--- src/rtl/ecc_pkg.sv ---
// ecc_pkg: shared definitions for the SECDED datapath.
//   check_width()     - number of check bits (Hamming bits + overall parity)
//                       for a given data width
//   is_power_of_two() - true for positions that carry a Hamming check bit
//   data_pos()        - codeword position of a data bit (data[0] -> 3)
//   ecc_class_e       - decode outcome
package ecc_pkg;

  typedef enum logic [1:0] {
    CLEAN = 2'd0,
    SEC   = 2'd1,
    DED   = 2'd2
  } ecc_class_e;

  function automatic bit is_power_of_two(input int v);
    return (v > 0) && ((v & (v - 1)) == 0);
  endfunction

  // Smallest r with 2^r >= data_w + r + 1, plus one overall-parity bit.
  function automatic int check_width(input int data_w);
    int r;
    r = 1;
    while ((1 << r) < (data_w + r + 1)) r++;
    return r + 1;
  endfunction

  // Data bits fill the non-power-of-two positions in ascending order.
  function automatic int data_pos(input int idx);
    int seen;
    int pos;
    seen = 0;
    pos  = 0;
    for (int p = 3; p < 256; p++) begin
      if (!is_power_of_two(p) && (pos == 0)) begin
        if (seen == idx) pos = p;
        seen++;
      end
    end
    return pos;
  endfunction

endpackage

--- src/rtl/ecc_syndrome_calc.sv ---
// ecc_syndrome_calc: combinational SECDED syndrome and classification.
//   data      - raw data word
//   check     - raw check bits, MSB = overall parity
//   syndrome  - Hamming syndrome (position of a single flipped bit)
//   parity    - overall parity of data and check bits (1 = odd error count)
//   ecc_class - CLEAN / SEC / DED
module ecc_syndrome_calc
  import ecc_pkg::*;
#(
  parameter  int DATA_W  = 64,
  localparam int CHECK_W = check_width(DATA_W)
) (
  input  logic [DATA_W-1:0]  data,
  input  logic [CHECK_W-1:0] check,
  output logic [CHECK_W-2:0] syndrome,
  output logic               parity,
  output ecc_class_e         ecc_class
);

  localparam int H_W      = CHECK_W - 1;
  localparam int LAST_POS = DATA_W + CHECK_W - 1;

  // Each set data bit contributes its position number; XORing all set
  // positions (check bits sit at 2^i) yields the Hamming syndrome.
  logic [H_W-1:0] pos_term [DATA_W];

  for (genvar g = 0; g < DATA_W; g++) begin : g_pos
    localparam logic [H_W-1:0] POS = H_W'(data_pos(g));
    assign pos_term[g] = data[g] ? POS : '0;
  end

  assign parity = (^data) ^ (^check);

  // NOTE: combinational blocks use blocking assignments and give every
  // output a default first, so no latch can be inferred.
  always_comb begin
    syndrome = check[H_W-1:0];
    for (int i = 0; i < DATA_W; i++) syndrome = syndrome ^ pos_term[i];
  end

  // Odd parity with a syndrome inside the codeword is a single error
  // (syndrome 0 means the overall-parity bit itself). Even parity with a
  // non-zero syndrome, or a syndrome pointing past the end, is a double.
  always_comb begin
    ecc_class = CLEAN;
    if (parity) begin
      ecc_class = (32'(syndrome) <= LAST_POS) ? SEC : DED;
    end else if (syndrome != '0) begin
      ecc_class = DED;
    end
  end

endmodule

--- src/rtl/ecc_secded_decoder.sv ---
// ecc_secded_decoder: 2-stage pipelined SECDED decoder with valid/ready.
//   sys_clk, sys_rst_n           - clock, async active-low reset
//   in_valid/in_ready            - input handshake
//   in_data, in_check, in_tag    - raw word, check bits (MSB overall parity), tag
//   out_valid/out_ready          - output handshake
//   out_data, out_tag            - corrected data (raw if uncorrectable), tag
//   out_sec, out_ded             - single corrected / uncorrectable
//   out_syndrome                 - {overall parity mismatch, Hamming syndrome}
//   cnt_clr                      - clears counters and last-error capture
//   corr_count, uncorr_count     - saturating SEC / DED counts
//   last_err_valid/_syndrome/_tag- capture of the most recent error
module ecc_secded_decoder
  import ecc_pkg::*;
#(
  parameter  int DATA_W  = 64,
  parameter  int TAG_W   = 8,
  parameter  int CNT_W   = 16,
  localparam int CHECK_W = check_width(DATA_W)
) (
  input  logic               sys_clk,
  input  logic               sys_rst_n,
  input  logic               in_valid,
  output logic               in_ready,
  input  logic [DATA_W-1:0]  in_data,
  input  logic [CHECK_W-1:0] in_check,
  input  logic [TAG_W-1:0]   in_tag,
  output logic               out_valid,
  input  logic               out_ready,
  output logic [DATA_W-1:0]  out_data,
  output logic [TAG_W-1:0]   out_tag,
  output logic               out_sec,
  output logic               out_ded,
  output logic [CHECK_W-1:0] out_syndrome,
  input  logic               cnt_clr,
  output logic [CNT_W-1:0]   corr_count,
  output logic [CNT_W-1:0]   uncorr_count,
  output logic               last_err_valid,
  output logic [CHECK_W-1:0] last_err_syndrome,
  output logic [TAG_W-1:0]   last_err_tag
);

  localparam int H_W = CHECK_W - 1;

  // Stage 1: raw word plus syndrome
  logic               s1_valid_q, s1_valid_d;
  logic [DATA_W-1:0]  s1_data_q, s1_data_d;
  logic [TAG_W-1:0]   s1_tag_q, s1_tag_d;
  logic [CHECK_W-1:0] s1_syn_q, s1_syn_d;
  ecc_class_e         s1_class_q, s1_class_d;

  // Stage 2: registered outputs
  logic               out_valid_q, out_valid_d;
  logic [DATA_W-1:0]  out_data_q, out_data_d;
  logic [TAG_W-1:0]   out_tag_q, out_tag_d;
  logic               out_sec_q, out_sec_d;
  logic               out_ded_q, out_ded_d;
  logic [CHECK_W-1:0] out_syn_q, out_syn_d;

  // Statistics
  logic [CNT_W-1:0]   corr_cnt_q, corr_cnt_d;
  logic [CNT_W-1:0]   uncorr_cnt_q, uncorr_cnt_d;
  logic               lerr_valid_q, lerr_valid_d;
  logic [CHECK_W-1:0] lerr_syn_q, lerr_syn_d;
  logic [TAG_W-1:0]   lerr_tag_q, lerr_tag_d;

  logic [H_W-1:0]     calc_syn;
  logic               calc_parity;
  ecc_class_e         calc_class;

  ecc_syndrome_calc #(.DATA_W(DATA_W)) u_syndrome_calc (
    .data      (in_data),
    .check     (in_check),
    .syndrome  (calc_syn),
    .parity    (calc_parity),
    .ecc_class (calc_class)
  );

  // One-hot flip mask: the data bit whose position equals the syndrome.
  // Check-bit and overall-parity positions match no data bit, so the data
  // passes through unchanged for those single errors.
  logic [DATA_W-1:0] flip_mask;
  for (genvar g = 0; g < DATA_W; g++) begin : g_flip
    localparam logic [H_W-1:0] POS = H_W'(data_pos(g));
    assign flip_mask[g] = (s1_syn_q[H_W-1:0] == POS);
  end

  logic s2_adv, s1_adv, out_hs;
  assign s2_adv   = !out_valid_q || out_ready;
  assign s1_adv   = s2_adv || !s1_valid_q;
  assign in_ready = s1_adv;
  assign out_hs   = out_valid_q && out_ready;

  always_comb begin
    s1_valid_d   = s1_valid_q;
    s1_data_d    = s1_data_q;
    s1_tag_d     = s1_tag_q;
    s1_syn_d     = s1_syn_q;
    s1_class_d   = s1_class_q;
    out_valid_d  = out_valid_q;
    out_data_d   = out_data_q;
    out_tag_d    = out_tag_q;
    out_sec_d    = out_sec_q;
    out_ded_d    = out_ded_q;
    out_syn_d    = out_syn_q;
    corr_cnt_d   = corr_cnt_q;
    uncorr_cnt_d = uncorr_cnt_q;
    lerr_valid_d = lerr_valid_q;
    lerr_syn_d   = lerr_syn_q;
    lerr_tag_d   = lerr_tag_q;

    if (s1_adv) begin
      s1_valid_d = in_valid;
      if (in_valid) begin
        s1_data_d  = in_data;
        s1_tag_d   = in_tag;
        s1_syn_d   = {calc_parity, calc_syn};
        s1_class_d = calc_class;
      end
    end

    if (s2_adv) begin
      out_valid_d = s1_valid_q;
      if (s1_valid_q) begin
        out_data_d = (s1_class_q == SEC) ? (s1_data_q ^ flip_mask) : s1_data_q;
        out_tag_d  = s1_tag_q;
        out_sec_d  = (s1_class_q == SEC);
        out_ded_d  = (s1_class_q == DED);
        out_syn_d  = s1_syn_q;
      end
    end

    // A clear wins over a same-cycle event; that event is not recorded.
    if (cnt_clr) begin
      corr_cnt_d   = '0;
      uncorr_cnt_d = '0;
      lerr_valid_d = 1'b0;
      lerr_syn_d   = '0;
      lerr_tag_d   = '0;
    end else if (out_hs) begin
      if (out_sec_q && (corr_cnt_q != '1))   corr_cnt_d   = corr_cnt_q + CNT_W'(1);
      if (out_ded_q && (uncorr_cnt_q != '1)) uncorr_cnt_d = uncorr_cnt_q + CNT_W'(1);
      if (out_sec_q || out_ded_q) begin
        lerr_valid_d = 1'b1;
        lerr_syn_d   = out_syn_q;
        lerr_tag_d   = out_tag_q;
      end
    end
  end

  // NOTE: sequential state uses non-blocking assignments so every flop
  // samples pre-edge values regardless of statement order.
  always_ff @(posedge sys_clk or negedge sys_rst_n) begin
    if (!sys_rst_n) begin
      s1_valid_q   <= 1'b0;
      s1_data_q    <= '0;
      s1_tag_q     <= '0;
      s1_syn_q     <= '0;
      s1_class_q   <= CLEAN;
      out_valid_q  <= 1'b0;
      out_data_q   <= '0;
      out_tag_q    <= '0;
      out_sec_q    <= 1'b0;
      out_ded_q    <= 1'b0;
      out_syn_q    <= '0;
      corr_cnt_q   <= '0;
      uncorr_cnt_q <= '0;
      lerr_valid_q <= 1'b0;
      lerr_syn_q   <= '0;
      lerr_tag_q   <= '0;
    end else begin
      s1_valid_q   <= s1_valid_d;
      s1_data_q    <= s1_data_d;
      s1_tag_q     <= s1_tag_d;
      s1_syn_q     <= s1_syn_d;
      s1_class_q   <= s1_class_d;
      out_valid_q  <= out_valid_d;
      out_data_q   <= out_data_d;
      out_tag_q    <= out_tag_d;
      out_sec_q    <= out_sec_d;
      out_ded_q    <= out_ded_d;
      out_syn_q    <= out_syn_d;
      corr_cnt_q   <= corr_cnt_d;
      uncorr_cnt_q <= uncorr_cnt_d;
      lerr_valid_q <= lerr_valid_d;
      lerr_syn_q   <= lerr_syn_d;
      lerr_tag_q   <= lerr_tag_d;
    end
  end

  assign out_valid         = out_valid_q;
  assign out_data          = out_data_q;
  assign out_tag           = out_tag_q;
  assign out_sec           = out_sec_q;
  assign out_ded           = out_ded_q;
  assign out_syndrome      = out_syn_q;
  assign corr_count        = corr_cnt_q;
  assign uncorr_count      = uncorr_cnt_q;
  assign last_err_valid    = lerr_valid_q;
  assign last_err_syndrome = lerr_syn_q;
  assign last_err_tag      = lerr_tag_q;

endmodule

--- config.mk ---
export PLATFORM = sky130hd
export DESIGN_NAME = ecc_secded_decoder
export DESIGN_NICKNAME = d
export VERILOG_FILES = /design/src/rtl/ecc_pkg.sv /design/src/rtl/ecc_syndrome_calc.sv /design/src/rtl/ecc_secded_decoder.sv
export SDC_FILE = /design/constraint.sdc
export NUM_CORES = 1
export LEC_CHECK = 0
export BUFFER_PORTS_ARGS = -buffer_cell sky130_fd_sc_hd__buf_2
export CAP_MARGIN = 20
export CORE_UTILIZATION = 45
export DETAILED_ROUTE_END_ITERATION = 8
export HOLD_SLACK_MARGIN = 0.02
export PLACE_DENSITY_LB_ADDON = 0.08
export SYNTH_ARGS = -nofsm -noshare
export SYNTH_HDL_FRONTEND = slang
export SYNTH_HIERARCHICAL = 1
export SYNTH_SLANG_ARGS = --single-unit
--- constraint.sdc ---
create_clock -name sys_clk -period 3.2 [get_ports sys_clk]
set_clock_uncertainty 0.05 [all_clocks]
set_input_delay 0.16 -clock sys_clk [delete_from_list [all_inputs] [get_ports sys_clk]]
set_output_delay 0.16 -clock sys_clk [all_outputs]
set_load 0.05 [all_outputs]
---- Word level (Yosys, flattened, before mapping) ----
Index checks and enable logic that the tools add are counted.
operators by class
  add/sub/neg operators ................... 2
  equality and inequality tests ........... 68
  reductions and logical operators ........ 20
  div/mod/pow operators ................... 0
  multipliers ............................. 0
  magnitude comparators ................... 1
  bitwise gates (word level) .............. 66
  mux-type cells .......................... 83
  shift-type cells ........................ 0
operators with widths
  kind                   number
  $xor 7x7->7            64
  $eq 7x6->1 const B     31
  $mux 6                 31
  $eq 7x5->1 const B     15
  $mux 16                6
  $mux 5                 15
  $mux 64                1
  $reduce_xor 64->1      1
  $xor 64x64->64         1
  $eq 7x4->1 const B     7
  $eq 7x7->1 const B     7
  $mux 7                 7
  $mux 8                 6
  $add 16x1->16 const B  2
  $ne 16x16->1 const B   2
  $mux 4                 7
  $eq 7x3->1 const B     3
  $reduce_and 2->1       5
  $mux 3                 3
  $mux 2                 4
  $reduce_bool 2->1      4
  $reduce_xor 8->1       1
  $eq 7x2->1 const B     1
  $le 7x7->1 const B     1
  8 further kinds        15
word-level totals
  memories ................................ 0
  register bits ........................... 215
  RAM bits ................................ 0
  ROM bits ................................ 0
  output and inout port bits .............. 133
  latch bits .............................. 0
  input bits .............................. 85

---- Logic depth before layout (Yosys ltp) ----
Gate-level depths: netlist (run 1).
  depth in word-level cells ............... 68
  depth in mapped cells ................... 8
  mapped depth without buffers ............ 8

---- Modules after synthesis ----
Netlist (run 1), hierarchy kept.
by module, submodules not included
  module              times used  cells each  area each (µm²)
  ecc_secded_decoder  1           901         9804.4
  ecc_syndrome_calc   1           130         1440.1

---- Least setup slack after synthesis (run 1) ----
Ideal clock, no wire load.
  path kind ............................... input to register
  start ................................... input in_data[42]
  end ..................................... register s1_class_q[1]
  cell stages on the path ................. 8
  path slack .............................. 0.780 ns
  path buffers ............................ 0
  library setup time ...................... 0.125 ns
  data required time ...................... 3.025 ns
  arrival time ............................ 2.246 ns
  cells stage by stage .................... xor2_1 > xnor2_1 > xnor3_1 > xnor3_2 > xnor3_2 > o41a_1 > o22a_1 > mux2_2
between the ends
  longest elaborated chain between the ends .. 26
  elaborated cells on any way between the ends .. 30
ends and longest elaborated chain
  element                                          line                                              RTL
  start: declaration                               ecc_secded_decoder.sv:24                          input logic [DATA_W-1:0] in_data,
  $mux 6                                           ecc_syndrome_calc.sv:29                           assign pos_term[g] = data[g] ? POS : '0;
  $xor 7x7->7 (22 in a row)                        ecc_syndrome_calc.sv:38                           for (int i = 0; i < DATA_W; i++) syndrome = syndrome ^ pos_term[i];
  $le 7x7->1 or $reduce_bool 7->1 (tied branches)  ecc_syndrome_calc.sv:47, ecc_syndrome_calc.sv:48
  $mux 2, on equally long branches                 ecc_syndrome_calc.sv:47, ecc_syndrome_calc.sv:48
  $mux 2 *                                         ecc_syndrome_calc.sv:46                           if (parity) begin
  via calc_class[1]                                ecc_secded_decoder.sv:68                          ecc_class_e calc_class;
  end signal: assignment                           ecc_secded_decoder.sv:175                         s1_class_q <= s1_class_d;
  end: declaration                                 ecc_secded_decoder.sv:49                          ecc_class_e s1_class_q, s1_class_d;
Mark *: on every way through the listed nets, which the timed path passes. The rest lies on a longest branch.
A chain may end at the register's enable or synchronous reset.

---- Worst setup path in the final report (run 1) ----
  start ................................... input in_data[43]
  end ..................................... register s1_class_q[1]
between the ends
  longest elaborated chain between the ends .. 25
  elaborated cells on any way between the ends .. 29
ends and longest elaborated chain
  element                                          line
  $mux 6                                           ecc_syndrome_calc.sv:29
  $xor 7x7->7 (21 in a row)                        ecc_syndrome_calc.sv:38
  $le 7x7->1 or $reduce_bool 7->1 (tied branches)  ecc_syndrome_calc.sv:47, ecc_syndrome_calc.sv:48
  $mux 2, on equally long branches                 ecc_syndrome_calc.sv:47, ecc_syndrome_calc.sv:48
  $mux 2 *                                         ecc_syndrome_calc.sv:46
  via calc_class[1]                                ecc_secded_decoder.sv:68
Marked as above.

==> impl_metrics.ini, run 1 <==
[routing]
vias = 8811
wl_mm = 31.7
drc = 0
drtIter0Drc = 654
avgViaCountPerCell = 5.33
drt_pass1_iterations = 6
drtAntennaViolNets = 0
wire_per_inst_um = 19.2

[setup_path]
rrSetupSlack_ps = 880
r2r-end = out_data[43]
r2r-start = s1_syn_q[1]
arrival_ps = 3240
crit_required_ps = 3560
path_class = primary input to register
rr_worst_depth = 4
path_max_fanout = 4
cp-start-kind = primary input
end_kind = register

[clocking]
clk_pin_slew_ps = 70
ctsResizeCount = 0
insertion_delay_ps = 520
h-tree-depth = 1
cts_tree = built
cts-buffers-inserted = 24
holdBufCountCts = 74
cts_sinks = 215
root_buffer = clkbuf_16
cts_setup_buffers = 0
cts_buffer_depth = 3

[timing]
max-slew-margin-rel_pct = 34.5
slew_viol_final = 0
fmax_ghz = 0.346
fin_crit_sh_pct = 90.2
rsz0062_at_grt = false
tns_ps = 0
hold_viol = 0
tightest_slew_ps = 980
post-route-min-period_ps = 2890
setup_viol = 0
fin_ws_ps = 313
whs_ps = 40.7

[hold_path]
min-delay-start = out_ready
hold_path_class = primary input to register
hold_depth = 3
holdPathEnd = out_valid

[power_and_ir_drop]
p_leak_nw = 6.49
power_mw = 11.1
power.net_switching_mw = 4.42
power.internal_mw = 6.68
share_comb_of_total_power_pct = 38.8
p_sw_share_pct = 39.8
peakVddDrop_mv = 0.458
clkPwrFrac_pct = 27.1
power_density_nw_per_um2 = 773
power.share.sequential_pct = 34.2

[global_route]
grt_util_all_layers_pct = 25.2
antenna_found_initial = 0
grt_pass1_vias = 8744
grt-ovfl-total = 0
grt_max_degree = 97
grt_first_pass_wirelength_mm = 50.6

[finish]
finish.utilization_pct = 58.8
antenna_cells = 0
fin_nets = 1398
fillers = 2189
drive_above_1_share_pct = 31.1
syn2layout_area_growth_pct = 27.7

[yosys]
synth_top_family_by_area = XOR/XNOR gates
ys.flop_type = dfrtp_1
yosys.area_share.simple_pct = 15.7
synth_seq_cells = 215
synth_edf_count = 0
synth-compound-area-share_pct = 7.92
ys_seq_area_share_pct = 47.8
syn_avg_cell_area_um2 = 10.9
async_flop_share_pct = 100
syn-cell-area_um2 = 11200
muxShareOfSynthArea_pct = 8.59
yosysWarningCount = 6
synthCells = 1031
yosys.area_share.xor_xnor_pct = 17.4
ys_types = 61
synth_adder_area_share_pct = 0.223
synth_fp_nets = 1118

[floorplan]
start_util_pct = 46.1
rows = 57
fp.dieW_um = 160
coreArea_um2 = 24400
ioPinCount = 218
die_area_um2 = 25600
dieHeight_um = 160

[outcome]
outcome = finished, final reports clean

[job]
drv_cap = 0

[placement]
hpwl_mm = 22.2
port_buffers = 217
globalplace.congestion = 0.873
dp_slack_ps = 399
metal layers:
metal / track usage, % / vias up / part of all wire [%]
met5: 0 / - / 0
li1: - / 4186 / -
met2: 40.5 / 264 / 47
met1: 35.9 / 4314 / 46
met3: 3.38 / 47 / 4.9
met4: 6.58 / 0 / 2.3
metrics by stage:
stage	std cells	instance area (µm²)
2_1_floorplan	1031	11200
3_3_place_gp	1535	12700
3_5_place_dp	1535	12700
4_1_cts	1653	14400
5_1_grt	1653	14400
6_report	1653	14400
final cells by class:
cell class | count | area (µm²) | area share [%]
Timing Repair Buffer | 313 | 2040 | 14.2
Multi-Input combinational cell | 752 | 5640 | 39.3
Clock buffer | 35 | 743 | 5.18
Clock inverter | 9 | 131 | 0.915
Sequential cell | 215 | 5380 | 37.5
Inverter | 5 | 18.8 | 0.131
Tap cell | 324 | 405 | 2.82
placed cells by master (no fill, tap or decap), drive strengths merged, types with 10 or more instances in the layout:
cell type / count
buf: 239
dfrtp: 215
nand2: 138
xor2: 85
mux2: 84
xnor2: 84
o21ai: 80
nand3: 74
dlygate4sd3: 74
clkbuf: 35
xnor3: 19
and3: 17
nor2: 16
a31o: 16
a21oi: 15
nand4: 12
or4: 10
nor4: 10
cell usage after synthesis, types with 5 or more instances:
library cell / count / area share [%]
and3_1: 17 / 0.95
o211ai_1: 8 / 0.53
o21ai_0: 80 / 3.6
a31o_2: 16 / 1.2
nand4_1: 8 / 0.45
nor4b_1: 5 / 0.39
xnor3_1: 16 / 3.2
or3_1: 7 / 0.39
xnor2_2: 5 / 0.72
xnor2_1: 79 / 6.2
clkbuf_1: 42 / 1.4
or4_1: 10 / 0.67
buf_2: 12 / 0.53
nor4_1: 7 / 0.39
a21oi_1: 15 / 0.67
xor2_1: 84 / 6.5
nor2_1: 16 / 0.53
nand2_1: 138 / 4.6
and4bb_2: 5 / 0.56
nor2b_1: 6 / 0.33
o31ai_1: 7 / 0.47
dfrtp_1: 215 / 48
mux2_2: 84 / 8.4
nor3_1: 5 / 0.22
nand3_1: 74 / 3.3
worst max-delay path: stages:
cell and delay, ps:
dlygate4sd3_1 530, buf_2 160, xor2_1 150, xnor2_1 350
xnor3_1 500, xnor3_2 410, xnor3_2 430, o41a_1 130
o22a_1 160, mux2_2 250
worst max-delay path by stage:
stage / start / endpoint / slack [ps] / cells after the start
floorplan: in_data[42] / s1_class_q[1] / 780 / 8
global placement: in_data[42] / s1_class_q[1] / 430 / 9
detailed placement: in_data[42] / s1_class_q[1] / 400 / 9
CTS: in_data[42] / s1_class_q[1] / 350 / 10
global route: in_data[48] / s1_class_q[1] / 260 / 10
finish: in_data[43] / s1_class_q[1] / 310 / 10
power by group through the flow:
stage | Clock (mW) | Sequential [mW] | Combinational [mW]
finish | 3.00 | 3.79 | 4.30
global route | 3.19 | 3.87 | 4.56
CTS | 3.07 | 3.78 | 4.30
detailed placement | 0 | 3.83 | 4.20
global placement | 0 | 3.83 | 4.19
floorplan | 0 | 4.83 | 2.02
sequential cells by signal (all words and copies together), names as in the netlist, 2 cells and up:
name and count:
corr_count 16, out_tag 8, s1_syn_q 8, s1_data_q 64
s1_class_q 2, uncorr_count 16, s1_tag_q 8, last_err_tag 8
last_err_syndrome 8, out_data 64, out_syndrome 8
kinds of logic (layout without fill, tap and decap cells):
group | Yosys count | in the layout
xor gates and xnor gates | 188 | 188
DFF | 215 | 215
AOI/OAI and AO/OA | 145 | 145
and+or+nand+nor | 331 | 331
buffers and inverters | 64 | 362
muxes | 86 | 86
adders and majority gates | 2 | 2
No activity file was read; power rests on OpenSTA's default activity.
==> inputs of run 2 (changes only) <==
clock period = 3.3 ns   (was 3.2 ns; I/O delays follow)
==> run 2 against run 1 <==
Effect of this change: combinational power fell by 3%; design area rose by 0.42%; total power fell by 0.34%; via count fell by 0.78%; die area did not move; hold slack improved by 8.0 ps; global-route usage fell by 0.41 points; cell count fell by 0.18%; utilization rose by 0.25 points; register-to-register slack improved by 100 ps; largest power group unchanged.
==> impl_metrics.ini, run 2 (synthesized netlist as in run 1, its figures left out) <==
[power_and_ir_drop]
p_leak_nw = 6.53
peakVddDrop_mv = 0.431
power_mw = 11.1
power_density_nw_per_um2 = 767

[floorplan]
dieHeight_um = 160
coreArea_um2 = 24400
start_util_pct = 46.1
fp.dieW_um = 160
ioPinCount = 218
die_area_um2 = 25600
rows = 57

[global_route]
grt-ovfl-total = 0
grt_pass1_vias = 8574
grt_util_all_layers_pct = 24.8
grt_first_pass_wirelength_mm = 49.7
grt_max_degree = 98
antenna_found_initial = 0

[finish]
antenna_cells = 0
fillers = 2184
drive_above_1_share_pct = 30.9
layout_commonest_cell = buf_2
syn2layout_area_growth_pct = 28.2
multi_input_area_um2 = 5640
layout_common_cells = buf_2 (216), dfrtp_1 (215), nand2_1 (136)
regArea_um2 = 5380
fin_nets = 1396
finish.utilization_pct = 59.1

[routing]
avgViaCountPerCell = 5.30
wire_per_inst_um = 19.2
wl_mm = 31.6
drtAntennaViolNets = 0
drtIter0Drc = 621
vias = 8742
drt_pass1_iterations = 5
drc = 0

[clocking]
cts_buffer_depth = 3
clk_pin_slew_ps = 60
cts_tree = built
root_buffer = clkbuf_16
insertion_delay_ps = 520
cts_sinks = 215
ctsResizeCount = 0
h-tree-depth = 1
cts-buffers-inserted = 25

[setup_path]
path_class = primary input to register
end_kind = register
rr_worst_depth = 4
crit_required_ps = 3650
rrSetupSlack_ps = 980
path_max_fanout = 4
cp-start-kind = primary input
r2r-end = out_data[37]
r2r-start = s1_syn_q[3]
arrival_ps = 3280

[timing]
rsz0062_at_grt = false
hold_viol = 0
tightest_slew_ps = 887
fin_crit_sh_pct = 88.7
max-slew-margin-rel_pct = 40.7
post-route-min-period_ps = 2930
setup_viol = 0
fmax_ghz = 0.341
slew_viol_final = 0
tns_ps = 0

[placement]
hpwl_mm = 22.1
globalplace.congestion = 0.884
port_buffers = 217

[hold_path]
holdPathEnd = out_valid
hold_depth = 3
min-delay-start = out_ready
hold_path_class = primary input to register

[job]
drv_cap = 0

[outcome]
outcome = finished, final reports clean
-- run 2: cell count changes in the layout (fill, tap and decap cells not counted) --
cell | before | now
clkinvlp_4 | 3 | 0
clkinv_2 | 2 | 4
bufinv_16 | 3 | 8
buf_4 | 19 | 16
clkbuf_8 | 8 | 4
-- run 2: through the flow --
| step | cell area [µm²] | hold slack [ps] | cells | worst slack [ps] |
|---|---|---|---|---|
| 3_5_place_dp | 12700 | 197 | 1532 | 460 |
| 3_3_place_gp | 12700 | 199 | 1532 | 529 |
| 2_1_floorplan | 11200 | -181 | 1031 | 875 |
| 5_1_grt | 14400 | 77.6 | 1650 | 343 |
| 4_1_cts | 14400 | 31.6 | 1650 | 444 |
| 6_report | 14400 | 48.7 | 1650 | 371 |
-- run 2: worst max path at each step --
stage / from / endpoint
3_5_place_dp: in_data[42] / s1_class_q[1]
2_1_floorplan: in_data[42] / s1_class_q[1]
3_3_place_gp: in_data[42] / s1_class_q[1]
6_report: in_data[43] / s1_class_q[1]
4_1_cts: in_data[42] / s1_class_q[1]
5_1_grt: in_data[43] / s1_class_q[1]
-- run 2: area by class of cell --
type                    instances  share of cell area [%]
clock inverters                13                    1.87
flip-flops and latches        215                    37.3
inverters                       5                   0.130
multi-input cells             752                    39.1
well taps                     324                    2.81
repair buffers                310                    14.0
clock buffers                  31                    4.77
-- run 2: power breakdown --
part,internal [mW],switching (mW),total [mW]
Clock,2.10,1.11,3.21
Combinational,1.51,2.67,4.18
Sequential,3.16,0.501,3.66
-- run 2: timing repair --
action                                 4_1_cts  5_1_grt
setup buffers                                0        0
endpoints found under the hold margin      162        0
hold buffers                                74        0
setup endpoints to repair                    0        0
-- run 2: metal layers --
metal / global-route usage [%] / vias to the layer above / share of wire [%]
li1: - / 4178 / -
met1: 35.0 / 4280 / 45
met2: 40.6 / 244 / 47
met3: 2.99 / 40 / 5.2
met4: 6.19 / 0 / 2.0
met5: 0 / - / 0
-- run 2: worst max-delay path: stages --
cell and delay, ps:
dlygate4sd3_1 560, buf_2 160, xor2_1 160, xnor2_1 330, xnor3_1 500, xnor3_2 420
xnor3_2 430, o41a_1 130, o22a_1 170, mux2_2 260
==> inputs of run 3 (changes only) <==
SYNTH_HIERARCHICAL = unset   (was 1)
==> run 3 against run 2 <==
Effect of this change: non-clock buffer count increased by 3; sequential power decreased by 5.5%; hold slack improved by 150 ps; largest cell class is now flip-flops and latches.
==> impl_metrics.ini, run 3 <==
[power_and_ir_drop]
power.net_switching_mw = 3.69
p_leak_nw = 6.89
power_mw = 9.62
share_comb_of_total_power_pct = 36.0
power.share.sequential_pct = 35.9
power_density_nw_per_um2 = 694
clkPwrFrac_pct = 28.0
peakVddDrop_mv = 0.387
power.internal_mw = 5.93
p_sw_share_pct = 38.4

[timing]
max-slew-margin-rel_pct = 31.8
post-route-min-period_ps = 2590
rsz0062_at_grt = false
tightest_slew_ps = 1020
fmax_ghz = 0.385
setup_viol = 0
slew_viol_final = 0
fin_crit_sh_pct = 78.6
tns_ps = 0
whs_ps = 202
hold_viol = 0

[clocking]
clk_pin_slew_ps = 60
cts-buffers-inserted = 25
h-tree-depth = 1
cts_tree = built
cts_buffer_depth = 3
insertion_delay_ps = 520
cts_sinks = 215
root_buffer = clkbuf_16

[setup_path]
crit_path_frequent_cell = xnor3_1
rr_worst_depth = 6
path_max_fanout = 3
cp_slowest_cell = dlygate4sd3_1
crit_required_ps = 3660
cp-start-kind = primary input
path_cells = dlygate4sd3_1 > buf_2 > xnor3_1 > xor2_1 > xnor3_1 > xnor3_1 > xnor2_1 > a211oi_2 > a21o_1
end_kind = register
max_stage_delay_ps = 520
path_class = primary input to register
arrival_ps = 2950

[finish]
final_design_area_no_fill_um2 = 13900
fin_nets = 1525
layout_commonest_cell = nand2_1
layout_common_cells = nand2_1 (429), buf_2 (216), dfrtp_1 (215)
drive_above_1_share_pct = 19.8
antenna_cells = 0
syn2layout_area_growth_pct = 28.4

[floorplan]
dieHeight_um = 157
coreArea_um2 = 23500
start_util_pct = 45.9
die_area_um2 = 24600
ioPinCount = 218
fp.dieW_um = 157
rows = 56

[yosys]
yosysWarningCount = 0
synthCells = 1150
synth_fp_nets = 1237
synth_top_area_cell = dfrtp_1
synth_most_common_cell = nand2_1
synth.area.top_cells = dfrtp_1 (50%), nand2_1 (15%), xor2_1 (7.9%)
ys.flop_type = dfrtp_1
syn_avg_cell_area_um2 = 9.39
yosysTopAreaCellShare_pct = 49.8
synth_edf_count = 0
syn-cell-area_um2 = 10800
ys_types = 36
ys_seq_area_share_pct = 49.8
yosys-top-cells-count = nand2_1 (431), dfrtp_1 (215), xor2_1 (98)
synth_seq_cells = 215
async_flop_share_pct = 100

[global_route]
grt_first_pass_wirelength_mm = 47.8
grt_max_degree = 97
grt_util_all_layers_pct = 25.9
antenna_found_initial = 0
grt-ovfl-total = 0
grt_pass1_vias = 8431

[placement]
globalplace.congestion = 0.953
hpwl_mm = 22.4
dpl_cell_area_um2 = 12300
port_buffers = 217

[routing]
wl_mm = 31.2
vias = 8658
drtIter0Drc = 573
drc = 0
wire_per_inst_um = 17.6
avgViaCountPerCell = 4.89
drt_pass1_iterations = 5
drtAntennaViolNets = 0

[outcome]
outcome = finished, final reports clean

[hold_path]
hold_path_class = primary input to asynchronous set/reset pin

[job]
drv_cap = 0
run 3: kinds of logic after synthesis:
logic type,after synthesis,synth area share [%]
compound gates,105,5.10
flops,215,49.8
fa+ha+maj,2,0.232
xor+xnor,210,21.4
simple gates,562,21.4
buf+inv,54,1.88
mux,2,0.185
run 3: layer usage:
metal	wire (µm)	global-route usage [%]	vias to the layer above
met5	0	0	-
met4	1040	9.85	0
met3	1930	5.04	64
met2	14100	40.4	267
met1	14100	35.7	4083
li1	-	-	4244
run 3: power by group through the flow:
stage / Sequential, mW / Combinational [mW] / Clock [mW]
2_1_floorplan: 4.38 / 1.54 / 0
3_3_place_gp: 3.50 / 3.39 / 0
3_5_place_dp: 3.51 / 3.39 / 0
4_1_cts: 3.46 / 3.48 / 2.76
5_1_grt: 3.52 / 3.71 / 2.86
6_report: 3.46 / 3.46 / 2.70
run 3: cell type report:
cell class                      instances  area (µm²)
Clock buffer                           37         741
Clock inverter                          5        60.1
Fill cell                            2170        9670
Inverter                                2        7.51
Multi-Input combinational cell        881        5250
Sequential cell                       215        5380
Tap cell                              319         399
Timing Repair Buffer                  313        2030
run 3: through the flow:
step                util [%]  cells  worst slack [ps]
finish                  58.9   1772               705
global route            58.9   1772               634
CTS                     58.9   1772               752
detailed placement      52.3   1654               747
global placement        52.3   1654               786
floorplan                  -   1150               864
run 3: worst max-delay path, delay by kind of cell:
kind            cells  cell delay, ps
buf+inv             2             670
compound gates      2             260
xor+xnor            5            1850
run 3: path summary, 6_finish.rpt:
kind	startpoint	endpoint	slack, ps
min in group sys_clk	cnt_clr	corr_count[11]	220
worst max register to register	uncorr_count[4]	uncorr_count[15]	1050
max in group asynchronous	sys_rst_n	last_err_tag[2]	2140
worst max-delay path	in_data[50]	s1_class_q[0]	710
worst min register to register	s1_tag_q[2]	out_tag[2]	420
worst min-delay path	sys_rst_n	out_data[29]	200
run 3: what timing repair did:
item / in CTS / in global routing
setup buffers: 0 / 0
hold buffers: 76 / 0
resized for setup: 0 / 0
hold endpoints to repair: 165 / 0
